==> config.mk <==
export PLATFORM = sky130hd
export DESIGN_NAME = rr_onehot_arbiter
export DESIGN_NICKNAME = d
export VERILOG_FILES = /design/src/rtl/rr_onehot_arbiter.sv
export SDC_FILE = /design/constraint.sdc
export NUM_CORES = 1
export LEC_CHECK = 0
export ABC_AREA = 1
export ABC_CLOCK_PERIOD_IN_PS = 2400
export CAP_MARGIN = 0
export CORE_ASPECT_RATIO = 0.8
export CORE_MARGIN = 2
export CORE_UTILIZATION = 35
export DETAILED_ROUTE_END_ITERATION = 10
export SYNTH_ARGS = -nofsm -noshare
export SYNTH_HDL_FRONTEND = slang
export SYNTH_SLANG_ARGS = --single-unit
export TNS_END_PERCENT = 30
==> constraint.sdc <==
create_clock -name clk -period 2.4 [get_ports clk]
set_input_delay 0.48 -clock clk [delete_from_list [all_inputs] [get_ports clk]]
set_output_delay 0.48 -clock clk [all_outputs]
set_load 0.01 [all_outputs]
==> src/rtl/rr_onehot_arbiter.sv <==
// rr_onehot_arbiter
//   Round-robin arbiter for 2**N requesters. It gives a registered one-hot
//   grant together with the matching binary index. A grant stays with its
//   owner until one of these happens: the owner pulses done, the owner drops
//   its request, or the hold timeout runs out. On a release the next winner
//   takes over at the same edge, so no bubble cycle is inserted.
//
// Ports
//   clk          rising-edge clock
//   rst          synchronous active-high reset
//   req          [2**N] level-sensitive request vector
//   done         current owner releases this cycle (ignored when idle)
//   grant_onehot [2**N] one-hot grant, all zeros when no grant is active
//   grant_idx    [N]    binary index of the owner (valid with grant_valid)
//   grant_valid         a grant is active
//   timeout             one-cycle pulse after a release forced by the timeout
module rr_onehot_arbiter #(
  parameter int N        = 2,
  parameter int MAX_HOLD = 16
) (
  input  logic            clk,
  input  logic            rst,
  input  logic [2**N-1:0] req,
  input  logic            done,
  output logic [2**N-1:0] grant_onehot,
  output logic [N-1:0]    grant_idx,
  output logic            grant_valid,
  output logic            timeout
);

  localparam int NR = 2**N;
  // hold_cnt only needs to count 0..MAX_HOLD-1
  localparam int             CW        = (MAX_HOLD > 2) ? $clog2(MAX_HOLD) : 1;
  localparam logic [CW-1:0]  HOLD_LAST = CW'((MAX_HOLD > 0) ? MAX_HOLD - 1 : 0);
  localparam logic           TO_EN     = (MAX_HOLD != 0);

  typedef enum logic {IDLE, BUSY} state_t;

  state_t         state, state_n;
  logic [N-1:0]   last_idx, last_n;
  logic [CW-1:0]  hold_cnt, cnt_n;
  logic [NR-1:0]  oh_n;
  logic [N-1:0]   idx_n;
  logic           vld_n, to_n;

  // The search pointer is the previous owner. While busy, that is the
  // current owner: on a release, last_idx picks up grant_idx at the same
  // edge, so the search has to start from the new value already.
  logic [N-1:0]   base, win;
  logic           found;

  assign base = (state == BUSY) ? grant_idx : last_idx;

  // Rotating priority: base+1 comes first and base itself comes last (wrap
  // is implicit in N-bit arithmetic). The previous owner therefore wins only
  // when it is the sole requester.
  always_comb begin
    found = 1'b0;
    win   = '0;
    for (int o = 1; o <= NR; o++) begin
      if (!found && req[N'(base + N'(o))]) begin
        found = 1'b1;
        win   = N'(base + N'(o));
      end
    end
  end

  logic rel_drop, rel_exp, rel;
  assign rel_drop = ~req[grant_idx];
  assign rel_exp  = TO_EN & (hold_cnt == HOLD_LAST);
  assign rel      = done | rel_drop | rel_exp;

  always_comb begin
    state_n = state;
    last_n  = last_idx;
    cnt_n   = hold_cnt;
    idx_n   = grant_idx;
    oh_n    = grant_onehot;
    vld_n   = grant_valid;
    to_n    = 1'b0;
    case (state)
      IDLE: begin
        if (found) begin
          state_n = BUSY;
          idx_n   = win;
          oh_n    = {{(NR-1){1'b0}}, 1'b1} << win;
          vld_n   = 1'b1;
          cnt_n   = '0;
        end
      end
      BUSY: begin
        if (rel) begin
          last_n = grant_idx;
          // Timeout is flagged only when expiry is the sole release cause.
          to_n   = rel_exp & ~done & ~rel_drop;
          if (found) begin
            idx_n = win;
            oh_n  = {{(NR-1){1'b0}}, 1'b1} << win;
            cnt_n = '0;
          end else begin
            // grant_idx keeps its stale value while idle
            state_n = IDLE;
            vld_n   = 1'b0;
            oh_n    = '0;
          end
        end else begin
          cnt_n = hold_cnt + 1'b1;
        end
      end
      default: state_n = IDLE;
    endcase
  end

  always_ff @(posedge clk) begin
    if (rst) begin
      state        <= IDLE;
      last_idx     <= '1;   // first search begins at requester 0
      hold_cnt     <= '0;
      grant_idx    <= '0;
      grant_onehot <= '0;
      grant_valid  <= 1'b0;
      timeout      <= 1'b0;
    end else begin
      state        <= state_n;
      last_idx     <= last_n;
      hold_cnt     <= cnt_n;
      grant_idx    <= idx_n;
      grant_onehot <= oh_n;
      grant_valid  <= vld_n;
      timeout      <= to_n;
    end
  end

endmodule

After elaboration in Yosys (flattened, before gate mapping)

Cells that the tools add are included.

Register bits after elaboration: 15
Input bits: 7
Output and inout port bits: 8
Word-level logic and storage cells: 75

Add/sub/neg operators: 4
$lt $le $gt $ge: 5
Eq/ne operators: 4
Shift operators: 1
Mux-type cells: 36
Bitwise gates (word level): 8
Reduce and logical (&&, ||, !) cells: 10

Operators by type and width:

| cell                  | count |
|---|---|
| $mux W4               | 5 |
| $pmux W4 S2           | 2 |
| $lt A2 B3 Y1 const B  | 5 |
| $mux W1               | 14 |
| $mux W2               | 7 |
| $bmux W1 S2           | 5 |
| $add A2 B2 Y2 const B | 2 |
| $add A4 B1 Y4 const B | 1 |
| $eq A4 B4 Y1 const B  | 1 |
| $ne A2 B2 Y1 const B  | 2 |
| $not A1 Y1            | 4 |
| $pmux W1 S2           | 2 |
| $pmux W2 S2           | 1 |
| $reduce_and A2 Y1     | 2 |
| $shl A1 B2 Y4 const A | 1 |
| $logic_and A1 B1 Y1   | 3 |
| $logic_not A1 Y1      | 3 |
| $reduce_and A3 Y1     | 1 |
| $reduce_or A3 Y1      | 1 |
| $add A2 B1 Y2 const B | 1 |
| $and A1 B1 Y1         | 2 |
| $ne A2 B1 Y1 const B  | 1 |
| $or A1 B1 Y1          | 2 |

Logic depth before layout (Yosys ltp)

Gate-level depths: netlist (run 1).

Depth after elaboration: 18
Gate-level depth with buffers: 14
Depth with buffers taken out: 14

Worst setup path before layout (run 1)

No wires, ideal clock.

Kind: reg2reg
Start: register grant_idx[0]
End: register grant_idx[1]
Library setup time: 133 ps
Arrival: 1490 ps
Data required time: 2267 ps
Slack: 778 ps
Stages on the path, launching flop included: 14
Buffers on the path: 0
Clock period less this slack: 1622 ps
Cell sequence: dfxtp_1 inv_1 nand2_1 nand2_4 nand2_1 nand2_2 nand2_4 nand2_4 nor2_4 nand3_4 nand2_2 a21oi_1 a21oi_1 nor2_1

Word-level cells in the longest chain between the ends: 17
Elaborated cells on any way between the ends: 35
Classes of those cells: add/sub (3); eq/ne (1); mux (22); bitwise (3); reduce/logical (6)

Ends and longest elaborated chain:

| element                                   | line   | text |
|---|---|---|
| start: declaration                        | 26     | `output logic [N-1:0] grant_idx,` |
| start signal: assignment                  | 127    | `grant_idx <= idx_n;` |
| $mux W2                                   | 52     | `assign base = (state == BUSY) ? grant_idx : last_idx;` |
| $add A2 B1 Y2                             | 61, 63 |  |
| $bmux W1 S2                               | 61     | `if (!found && req[N'(base + N'(o))]) begin` |
| $mux W1 (implied by the code)             | 61     |  |
| $mux W1                                   | 61     |  |
| $logic_not A1 Y1                          | 61     |  |
| $logic_and A1 B1 Y1                       | 61     |  |
| $mux W1                                   | 61     |  |
| $logic_not A1 Y1                          | 61     |  |
| $logic_and A1 B1 Y1                       | 61     |  |
| $mux W1                                   | 61     |  |
| $logic_not A1 Y1                          | 61     |  |
| $logic_and A1 B1 Y1                       | 61     |  |
| $mux W2 / $mux W1 (equally long branches) | 61     |  |
| $mux W2                                   | 83, 96 |  |
| $mux W2                                   | 92     | `if (rel) begin` |
| $pmux W2 S2                               | 81     | `case (state)` |

Several ways; a longest one is shown, not always the timed one. The select of a mux whose other input is x is not followed.
A chain may end at the register's enable or synchronous reset.

Worst setup path after layout (run 1)

Start: input port req[2]
End: register grant_idx[1]

Word-level cells in the longest chain between the ends: 15
Elaborated cells on any way between the ends: 31
Classes of those cells: eq/ne (1); mux (21); bitwise (3); reduce/logical (6)

Ends and longest elaborated chain:

| element                                   | line   | text |
|---|---|---|
| start: declaration                        | 23     | `input logic [2**N-1:0] req,` |
| $bmux W1 S2                               | 61     |  |
| $mux W1 (implied by the code)             | 61     |  |
| $mux W1                                   | 61     |  |
| $logic_not A1 Y1                          | 61     |  |
| $logic_and A1 B1 Y1                       | 61     |  |
| $mux W1                                   | 61     |  |
| $logic_not A1 Y1                          | 61     |  |
| $logic_and A1 B1 Y1                       | 61     |  |
| $mux W1                                   | 61     |  |
| $logic_not A1 Y1                          | 61     |  |
| $logic_and A1 B1 Y1                       | 61     |  |
| $mux W2 / $mux W1 (equally long branches) | 61     |  |
| $mux W2                                   | 83, 96 |  |
| $mux W2                                   | 92     |  |
| $pmux W2 S2                               | 81     |  |

Several ways; a longest one is shown, not always the timed one. The select of a mux whose other input is x is not followed.

==> results.cfg, run 1 <==
[outcome]
status = complete, no violations

[placement]
portBuffers = 14
dp_hpwl_um = 1710
gp_congestion = 0.829

[yosys]
synth_top_area_share = 0.302
ys.flop_type = dfxtp_1
synth-xor-area-share = 0
ys_async_sr_fraction = 0
synthesis.nets = 162
synthMuxAreaShare = 0
synthTopCellsByArea = dfxtp_1 30%, nand2_1 18%, a21oi_1 7.0%
ys_ff_latch = 15
synth_fa_ha_area_frac = 0.0126
syn_avg_cell_area_um2 = 6.47
ys_top_cells_by_count = 47 x nand2_1, 17 x inv_1, 15 x dfxtp_1
yosysSeqAreaShare = 0.302
synth-edff-count = 0
synth-simple-area-share = 0.457
synth_compound_area_frac = 0.148
synth.most_common_cell = nand2_1
synth_top_family_by_area = simple AND/OR/NAND/NOR gates
syn_inst = 154
syn_area_um2 = 996
ys_warn_count = 0
yosys.area.top_type = dfxtp_1
synth_cell_types = 21

[power]
power.density_nw_per_um2 = 1520
power.leakage_uw = 0.000578
ir_drop_mv = 0.536

[setup_path]
worstPathMaxFanout = 5
worstSetupPathType = input port to register
endpoint_kind = register
rr_endpoint = grant_onehot[0]
crit_path_start_kind = input port
crit_arrival_ns = 2.04
required_ns = 2.57
r2r_cells = 14
r2r-start = state
reg2reg_slack_ns = 0.58

[flow_run]
cap_viol_max_count = 0

[sta]
period_needed_ns = 1.87
setup-tns-final_ns = 0
setup_violations = 0
hold_viol = 0
fin_crit_sh = 0.780
hold-worst-slack_ns = 0.470
skew_ns = 0.0147
finalMaxSlewViolations = 0
max-slew-margin-rel = 0.602
worst_pin_slew_ns = 0.595
rsz0062_at_grt = no
fmax_mhz = 534

[clock_tree]
cts_buffers = 3
cts_tree = done
cts.htree.levels = 1
cts_sinks = 15
post_cts_buffers = 0
clock_tree.buffer_depth = 2
clk_pin_slew_worst_paths_ns = 0.10
clk_latency_ns = 0.29
cts_resized = 0
cts_hold_buf = 0
clockRootBuffer = clkbuf_4

[floorplan]
start_util = 0.363
die_area_um2 = 3290
design.core.area_um2 = 2740
num_rows = 17
ioPinCount = 15
die_w_um = 63.6
die-height_um = 51.7

[global_routing]
grt_pass1_vias = 927
grt_antenna_before_repair = 0
grt_max_degree = 15
grt-ovfl-total = 0
track_usage = 0.147
grt_pass1_wl_um = 3830

[routing]
wl_per_cell_um = 10.2
post-route-drc-count = 0
vias = 1017
dr.pass1.iters = 4
ant_nets = 0
drt_iter0_markers = 28
finalWirelength_um = 2120
via_per_inst = 4.87

[final_layout]
n_antenna_cell = 0
drive_above_1_share = 0.170
utilization = 0.440
nets = 180
area_growth_pct = 21.2

[hold_path]
min_from = grant_valid
worstHoldPathCells = 2
min_to = grant_valid
hold_class = register to register
critical path: stages:
cell and delay [ns]:
clkdlybuf4s50_1 0.50, inv_1 0.07, a21oi_1 0.13, o21ai_0 0.08
o21ai_0 0.14, nand4_1 0.24, nand2_2 0.17, a21oi_1 0.07
a21oi_1 0.12, nor2_1 0.05
worst max path at each step:
stage                             from         endpoint  slack [ns]  cells past startpoint
after global placement          req[2]     grant_idx[1]        0.29                     10
after detailed placement        req[2]     grant_idx[1]        0.22                     10
final                           req[2]     grant_idx[1]        0.53                     10
after floorplan           grant_idx[0]     grant_idx[1]        0.78                     13
after CTS                       req[2]     grant_idx[1]        0.53                     10
after global routing      grant_idx[0]  grant_onehot[1]        0.34                     14
cell type report:
class	instances	area (um2)
fill	298	1540
multi-input combinational	118	616
sequential	15	300
timing repair buffer	14	140
inverter	20	76.3
tap	38	47.5
clock buffer	3	22.5
clock inverter	1	5.00
flip-flops by register name (all words and copies together) (netlist names):
signal / flops
grant_idx: 2
last_idx: 2
grant_valid: 1
timeout: 1
hold_cnt: 4
grant_onehot: 4
state: 1
placed cells by master, fill, tap and decap left out:
cell type	count
nand2_1	47
inv_1	17
dfxtp_1	15
a21oi_1	14
clkdlybuf4s50_1	14
nand2_2	11
nand3_1	11
nor2_1	10
o21ai_0	7
nand2_4	5
a21oi_2	4
clkbuf_4	3
inv_2	2
nand4_1	2
clkinv_2	2
nor2_4	1
nand3_4	1
and3_1	1
nand3b_1	1
a211oi_1	1
nor4_1	1
ha_1	1
report_power, final:
part | internal, uW | total (uW) | switching [uW]
combinational | 464 | 1330 | 864
sequential | 313 | 369 | 55.9
clock | 61.8 | 143 | 81.5
stage by stage:
stage	instance area [um2]	setup WS, ns	power (uW)	cells
2_1_floorplan	996	0.778	1440	154
3_3_place_gp	1180	0.292	1680	205
3_5_place_dp	1180	0.221	1700	205
4_1_cts	1210	0.530	1860	209
5_1_grt	1210	0.345	2060	209
6_report	1210	0.528	1840	209
per-layer routing:
layer  global-route usage  up-vias  routed length, um
met4               0.0217        0                 12
met1                0.187      463               1060
li1                     -      530                  -
met5                    0        -                  0
met2                0.251       22                908
met3               0.0476        2                145
cell families (layout without fill, tap and decap cells):
group / after synthesis / count (layout)
compound gates: 26 / 26
fa+ha+maj: 1 / 1
buf+inv: 21 / 38
flops: 15 / 15
simple gates: 91 / 91
Power figures use the tool's default switching activity.
==> inputs of run 2 (changes only) <==
ABC_CLOCK_PERIOD_IN_PS = 1700   (was 2400)
clock period = 1.7 ns   (was 2.4 ns; I/O delays follow)
==> results.cfg, run 2 (synthesis results as in run 1) <==
[outcome]
violations = negative setup slack
status = finished with violations

[clock_tree]
cts_buffers = 3
clk_pin_slew_worst_paths_ns = 0.10
cts.htree.levels = 1
clk_latency_ns = 0.29
cts_tree = done
cts_hold_buf = 0
cts_sinks = 15
clock_tree.buffer_depth = 2
clockRootBuffer = clkbuf_4

[sta]
worst_pin_slew_ns = 0.326
fmax_mhz = 585
finalMaxSlewViolations = 0
rsz0062_at_grt = yes
max-slew-margin-rel = 0.782
setup_violations = 1
worst_slack_ns = -0.00838
setup-tns-final_ns = -0.00838
hold-worst-slack_ns = 0.463
fin_crit_sh = 1.00
hold_viol = 0
skew_ns = 0.00812
period_needed_ns = 1.71

[setup_path]
crit_path_start_kind = register
reg2reg_slack_ns = -0.008
required_ns = 1.93
worstPathMaxFanout = 6
crit_arrival_ns = 1.94
rr_endpoint = grant_onehot[3]
crit_end = grant_onehot[3]
r2r_cells = 12
worstSetupPathType = register to register
cp-startpoint = state
endpoint_kind = register
r2r-start = state

[global_routing]
grt_antenna_before_repair = 0
grt_pass1_vias = 935
track_usage = 0.155
grt_pass1_wl_um = 3940
grt-ovfl-total = 0
grt_max_degree = 10

[floorplan]
start_util = 0.363
num_rows = 17
design.core.area_um2 = 2740
die_w_um = 63.6
ioPinCount = 15
die_area_um2 = 3290
die-height_um = 51.7

[routing]
finalWirelength_um = 2660
drt_iter0_markers = 25
wl_per_cell_um = 11.7
vias = 1100
post-route-drc-count = 0
dr.pass1.iters = 4
via_per_inst = 4.82
ant_nets = 0

[power]
ir_drop_mv = 0.907
power.density_nw_per_um2 = 2290
power.leakage_uw = 0.000742

[placement]
portBuffers = 14
gp_congestion = 0.837
dp_hpwl_um = 1830

[final_layout]
final_common_cell = nand2_1
reg.largest.list = grant_onehot x4, hold_cnt x4
drive_above_1_share = 0.421
area_growth_pct = 50.5
n_antenna_cell = 0
layout_common_cells = 28 x nand2_1, 21 x nand2_2, 19 x buf_4
nets = 199

[flow_run]
cap_viol_max_count = 0

[hold_path]
hold_class = register to register
run 2: through the flow:
stage / util / instance area [um2] / worst slack, ns / instances / total power (uW)
3_5_place_dp: 0.468 / 1280 / -0.325 / 219 / 2660
6_report: 0.546 / 1500 / -0.00838 / 228 / 3440
4_1_cts: 0.480 / 1320 / 0.00192 / 223 / 2890
5_1_grt: 0.546 / 1500 / -0.127 / 228 / 3740
3_3_place_gp: 0.468 / 1280 / -0.244 / 219 / 2640
2_1_floorplan: - / 996 / 0.0777 / 154 / 2030
run 2: how the worst min path moves through the flow:
stage | start | end | depth (start not counted)
after floorplan | rst | timeout | 1
after global placement | grant_valid | grant_valid | 2
after detailed placement | grant_valid | grant_valid | 2
after CTS | grant_valid | grant_valid | 2
after global routing | grant_onehot[0] | grant_onehot[0] | 2
final | grant_valid | grant_valid | 2
run 2: final cells by class:
type	count	area (um2)
inverter	20	81.3
timing repair buffer	33	293
clock inverter	1	5.00
fill	256	1240
clock buffer	3	22.5
sequential	15	313
tap	38	47.5
multi-input combinational	118	737
run 2: critical path, stage by stage (launching register included):
cell and delay [ns]:
dfxtp_4 0.41, inv_6 0.06, nand2_2 0.08, nand2_4 0.08, nand2_2 0.10, nand2_4 0.07
nand2_4 0.08, nand2_4 0.06, nor2_4 0.15, nand3b_1 0.16, a21oi_2 0.19, nand2_1 0.08
a21oi_2 0.13
run 2: where the power goes:
group          switching [uW]  total, uW  internal [uW]
registers                93.2        554            460
logic                    1580       2680           1100
clock network             118        205           87.4
run 2: what timing repair did:
action / in CTS / in global routing
hold endpoints to repair: 0 / 0
setup buffers: 0 / 5
resized for setup: 3 / 50
setup endpoints to repair: 11 / 15
pin swaps: 1 / 24
run 2: layer usage:
metal / global-route usage / vias up / routed length [um]
li1: - / 565 / -
met1: 0.201 / 508 / 1280
met2: 0.254 / 22 / 1280
met3: 0.0411 / 5 / 76
met4: 0.0435 / 0 / 25
met5: 0 / - / 0
==> inputs of run 3 (changes only) <==
TNS_END_PERCENT = not set   (was 30)
==> results.cfg, run 3 (synthesis results as in run 1) <==
[final_layout]
area_growth_pct = 51.6
nets = 199
layout_common_cells = 27 x nand2_1, 21 x nand2_2, 19 x buf_4
drive_above_1_share = 0.432
seq_area_um2 = 313
n_antenna_cell = 0
multi_input_area_um2 = 744
reg.largest.list = grant_onehot x4, hold_cnt x4
n_fill_cell = 256
final_common_cell = nand2_1

[floorplan]
die-height_um = 51.7
num_rows = 17
die_w_um = 63.6
design.core.area_um2 = 2740
start_util = 0.363
die_area_um2 = 3290
ioPinCount = 15

[clock_tree]
cts.htree.levels = 1
cts_hold_buf = 0
clockRootBuffer = clkbuf_4
clock_tree.buffer_depth = 2
cts_tree = done
clk_latency_ns = 0.29
clk_pin_slew_worst_paths_ns = 0.10
cts_buffers = 3
cts_sinks = 15

[routing]
ant_nets = 0
dr.pass1.iters = 4
via_per_inst = 4.83
wl_per_cell_um = 11.7
drt_iter0_markers = 56
post-route-drc-count = 0
vias = 1101
finalWirelength_um = 2670

[sta]
finalMaxSlewViolations = 0
skew_ns = 0.00811
setup_violations = 3
setup-tns-final_ns = -0.0113
max-slew-margin-rel = 0.770
worst_slack_ns = -0.00866
fin_crit_sh = 1.01
period_needed_ns = 1.71
fmax_mhz = 585
hold_viol = 0
rsz0062_at_grt = yes
worst_pin_slew_ns = 0.344

[power]
power.density_nw_per_um2 = 2300
p_int_uw = 1660
combPwrFrac = 0.781
switching_share = 0.523
power.leakage_uw = 0.000762
power_switching_uw = 1820
ir_drop_mv = 0.907
power_uw = 3480
p_seq_frac = 0.160
clockPowerShare = 0.059

[hold_path]
worstHoldPathCells = 2
min_to = grant_valid
min_from = grant_valid
hold_class = register to register

[placement]
portBuffers = 14
gp_congestion = 0.837
dp_hpwl_um = 1830

[global_routing]
grt_pass1_wl_um = 3940
grt_pass1_vias = 935
grt_antenna_before_repair = 0
grt_max_degree = 10
grt-ovfl-total = 0
track_usage = 0.155

[outcome]
violations = negative setup slack
status = finished with violations

[setup_path]
max_stage_delay_ns = 0.41
endpoint_kind = register
critical-path-slowest-cell = dfxtp_4
reg2reg_slack_ns = -0.009
rr_endpoint = grant_onehot[3]
r2r-start = state
cp_common_cell = nand2_4
r2r_cells = 12
crit_chain = inv_6 -> nand2_2 -> nand2_4 -> nand2_2 -> nand2_4 -> nand2_4 -> nand2_4 -> nor2_4 -> nand3b_1 -> a21oi_2 -> nand2_1 -> a21oi_2
crit_arrival_ns = 1.94
worstSetupPathType = register to register
worstPathMaxFanout = 6
crit_path_start_kind = register
required_ns = 1.93

[flow_run]
cap_viol_max_count = 0
-- run 3: power by group through the flow --
| stage | Combinational, uW | Clock [uW] | Sequential, uW |
|---|---|---|---|
| global route | 2980 | 235 | 568 |
| detailed placement | 2140 | 0 | 521 |
| global placement | 2120 | 0 | 521 |
| floorplan | 1500 | 0 | 531 |
| finish | 2710 | 206 | 556 |
| CTS | 2150 | 216 | 520 |
-- run 3: final cells by class --
type                    instances  share of cell area
flip-flops and latches         15               0.207
multi-input cells             118               0.493
repair buffers                 33               0.196
inverters                      20              0.0547
clock inverters                 1             0.00331
well taps                      38              0.0315
clock buffers                   3              0.0149
-- run 3: repair_timing --
item	CTS	global route
pin swaps	2	24
setup buffers	0	5
endpoints found under the setup margin	11	15
resized for setup	4	54
cloned	0	0
-- run 3: worst max-delay path, delay by kind of cell, from the launching register on --
kind	cells	cell delay, ns
AOI/OAI and AO/OA	2	0.32
buffers and inverters	1	0.06
DFF	1	0.41
and+or+nand+nor	9	0.86
-- run 3: how the worst max path moves through the flow --
| stage | start | end | slack, ns |
|---|---|---|---|
| after detailed placement | req[2] | grant_idx[1] | -0.33 |
| after CTS | state | hold_cnt[2] | 0.01 |
| after global routing | state | grant_onehot[3] | -0.13 |
| after floorplan | grant_idx[0] | grant_idx[1] | 0.08 |
| after global placement | req[2] | grant_idx[1] | -0.24 |
| final | state | grant_onehot[3] | -0.009 |
-- run 3: metrics by stage --
step                instances  setup slack, ns  utilization  area [um2]  hold WS, ns
finish                    228         -0.00866        0.550        1510        0.463
global route              228           -0.127        0.550        1510        0.493
CTS                       223           0.0146        0.480        1320        0.472
detailed placement        219           -0.325        0.468        1280        0.452
global placement          219           -0.244        0.468        1280        0.441
floorplan                 154           0.0777            -         996        0.416
-- run 3: routing by layer --
metal,GRT usage,up-vias,share of wire
li1,-,566,-
met1,0.201,506,0.46
met2,0.254,24,0.48
met3,0.0411,5,0.043
met4,0.0435,0,0.011
met5,0,-,0
==> RTL edit 1 (flow settings as in run 2) <==
Set the parameter `N` to 3 (it was 2). Comments in the files are not updated.
--- a/src/rtl/rr_onehot_arbiter.sv
+++ b/src/rtl/rr_onehot_arbiter.sv
@@ -15,7 +15,7 @@
 //   grant_valid         a grant is active
 //   timeout             one-cycle pulse after a release forced by the timeout
 module rr_onehot_arbiter #(
-  parameter int N        = 2,
+  parameter int N        = 3,
   parameter int MAX_HOLD = 16
 ) (
   input  logic            clk,
Ports: changed (resized grant_idx, grant_onehot and req); port bits go from 15 to 24. The function was not compared with the original's and may differ.
==> RTL edit 1 against run 2 <==
The run still ends with negative setup slack left; combinational power rose by 69%; synthesized area up 100%; routed wire length grew to 2.6 times the old value; design area up 110%; worst setup slack worse by 0.74 ns; power rose by 62%; sequential cell count increased by 6; critical path type unchanged; highest routed layer is now met3.
==> RTL edit 1: results (changes against run 2) <==
Status
  – Status: finished with violations
  – Violated checks: negative setup slack

Route
  – Drt wl/cell: 13.9 um (+19%)
  – WL met1: 3.52 mm (+180%)
  – Uppermost layer routed: met3
  – Total wire length: 6.95 mm (+160%)
  – WL met3: 343 um (+350%)
  – Via-to-Cell Ratio: 5.26 (+9.0%)

STA
  – Slew headroom: 81.6% (+3.4 points)
  – # setup viols final: 20 (+19)
  – Final worst setup slack: -0.750 ns (-0.742 ns)

Finish
  – Filler cells: 536 (+110%)
  – Share of post-route cells with drive strength above 1: 39.9% (-2.2 points)
  – Regs by FF count: grant_onehot: 8 flops, hold_cnt: 4 flops

Synthesis
  – Synth Area in Compound Gates: 11.5% (-3.3 points)
  – Sequential fraction of the synthesis area: 20.7% (-9.4 points)

Worst setup path
  – Crit-path max cell delay: 0.36 ns (-0.05 ns)
  – Worst Path Max Fanout: 7 (+1)
  – CP arrival: 2.65 ns (+0.71 ns)

Global route
  – Met1 Use GR: 35.6% (+16 points)
  – Met2 usage: 31.8% (+6.3 points)
  – Largest net degree at the start of global routing: 14 (+4)
  – Total GRT Usage: 21.8% (+6.4 points)

Placement
  – Dpl cells: 487 (+120%)
  – Final Wtd Congestion: 0.960 (+15%)
  – Worst slack, placed: -0.878 ns (-0.552 ns)

Pwr
  – Pleak: 1.51 nW (+100%)
==> RTL edit 1: cell types whose count changed after synthesis, moves of 4 or more <==
cell | run 2 | this run
a211oi_1 | 1 | 5
buf_6 | 0 | 4
dfxtp_1 | 15 | 21
inv_1 | 17 | 32
nand2_1 | 47 | 82
nand3_1 | 11 | 87
nand3_2 | 0 | 5
nand4_1 | 2 | 12
nor2_1 | 10 | 24
==> RTL edit 1: final cells by class <==
| type | instances | area [sq um] | area share (%) |
|---|---|---|---|
| well taps | 78 | 97.6 | 3.03 |
| clock buffers | 3 | 41.3 | 1.28 |
| flip-flops and latches | 21 | 429 | 13.3 |
| repair inverters | 1 | 5.00 | 0.156 |
| inverters | 37 | 154 | 4.78 |
| clock inverters | 1 | 5.00 | 0.156 |
| repair buffers | 89 | 758 | 23.6 |
| multi-input cells | 269 | 1730 | 53.7 |
==> RTL edit 1: timing repair <==
| action | in CTS | in global routing |
|---|---|---|
| setup endpoints to repair | 21 | 22 |
| gates resized for setup | 50 | 22 |
| hold buffers | 0 | 0 |
| setup buffers | 2 | 5 |
| pin swaps | 14 | 10 |
| cloned | 1 | 0 |
==> RTL edit 1: worst paths after layout <==
check / from / endpoint / slack [ns] / cells past startpoint
setup reg to reg: state / grant_onehot[4] / -0.75 / 17
hold reg to reg: grant_onehot[3] / grant_onehot[3] / 0.47 / 2
hold / removal: grant_onehot[3] / grant_onehot[3] / 0.47 / 2
setup / recovery: state / grant_onehot[4] / -0.75 / 17
==> RTL edit 1: where the power goes <==
part	internal [mW]	leakage [nW]	switching, mW
clock	0.163	0.0255	0.166
sequential	0.618	0.174	0.0935
combinational	1.95	1.31	2.59
total	2.73	1.51	2.85
==> RTL edit 2 (flow settings as in run 2) <==
Made on the original files. Reset style: asynchronous (`rst`), changed in one clocked block. Comments in the files are not updated.
--- a/src/rtl/rr_onehot_arbiter.sv
+++ b/src/rtl/rr_onehot_arbiter.sv
@@ -111,7 +111,7 @@
     endcase
   end
 
-  always_ff @(posedge clk) begin
+  always_ff @(posedge clk or posedge rst) begin
     if (rst) begin
       state        <= IDLE;
       last_idx     <= '1;   // first search begins at requester 0
Function: differs if rst is asserted again (counterexample within 4 cycles, from zero or initial values and one cycle with rst high); with rst held inactive, the same outputs for 10 cycles.
==> RTL edit 2 against run 2 <==
The run still ends with negative setup slack left; routed wire length up 2.7%; synthesized area up 5.4%; sequential cell count unchanged; count of clock-buffer cells in the layout up 1; design area up 11%; worst setup slack worse by 0.078 ns; synthesized cell count down 5.2%; critical endpoint is now grant_onehot[3]; largest cell class unchanged.
Power is not shown: default switching activity piles up to over one toggle a cycle in this logic, so the estimate is an artifact.
==> RTL edit 2: results (changes against run 2) <==
Synthesis
  – Yosys cell types: 23 (+9.5%)
  – Sequential fraction of the synthesis area: 36.0% (+5.8 points)
  – Post-Synth Adder-Cell Area: 1.19% (-0.064 points)
  – Gate Count Post-Synth: 146 (-5.2%)
  – Most frequent cells after synthesis: nand2_1 (49), nand2_2 (14), dfrtp_1 (13), inv_1 (13), nand3_1 (13)
  – Asr flop ratio synth: 100% (+100 points)

Placement
  – Worst slack, placed: -0.226 ns (+0.0989 ns)
  – Cell Area, Placed: 1310 sq um (+1.7%)
  – Dpl cells: 206 (-5.9%)
  – Final Wtd Congestion: 0.828 (-0.98%)

STA
  – Slew headroom: 83.7% (+5.5 points)
  – Hold WS: 0.383 ns (-0.0792 ns)
  – Layout Skew: 0.00108 ns (-0.00704 ns)
  – Final worst setup slack: -0.0862 ns (-0.0778 ns)
  – # setup viols final: 11 (+10)

Worst setup path
  – Worst reg2reg startpoint: last_idx[0]
  – Reg2reg path depth: 14 (+2)
  – Critical path endpoint: grant_onehot[3]

Finish
  – Share of post-route cells with drive strength above 1: 48.6% (+6.5 points)
  – Final nets: 188 (-5.5%)

Clock tree
  – Clock root cell: clkbuf_8
  – Clock latency on the worst-skew pair: 0.25 ns (-0.04 ns)
  – Post-CTS setup buffer count: 4 (+4)

Route
  – Via count: 1037 (-5.7%)
  – Initial drt markers: 48 (+92%)
  – Total wire length: 2.73 mm (+2.7%)

Status
  – Status: finished with violations
  – Violated checks: negative setup slack

Global route
  – Vias in the first global route: 974 (+4.2%)

Worst hold path
  – Hold WC Path Type: primary input to async pin
RTL edit 2: critical path, cell delays in order, from the launching register on:
cell and delay, ns:
dfstp_2 0.55, buf_6 0.12, nand2_8 0.06, nand2_8 0.12, nand2_4 0.06, nand2_4 0.10
nand2_4 0.07, nand2_4 0.08, nor2_2 0.04, nor2_1 0.14, nand2_2 0.08, nand2_2 0.10
inv_2 0.05, nand3_2 0.06, nand2_1 0.05
RTL edit 2: layer usage:
| layer | share of wire [%] | vias up | wire length, um | GRT usage, % |
|---|---|---|---|---|
| met1 | 46 | 484 | 1260 | 23.0 |
| met4 | 0.66 | 0 | 18 | 3.47 |
| met2 | 48 | 23 | 1310 | 24.8 |
| li1 | - | 527 | - | - |
| met3 | 5.1 | 3 | 140 | 4.68 |
| met5 | 0 | - | 0 | 0 |
RTL edit 2: layout make-up:
type / instances / share of cell area, %
multi-input combinational: 113 / 50.2
sequential: 15 / 22.9
timing repair buffer: 30 / 16.7
inverter: 17 / 4.61
tap: 38 / 2.87
clock buffer: 4 / 2.72
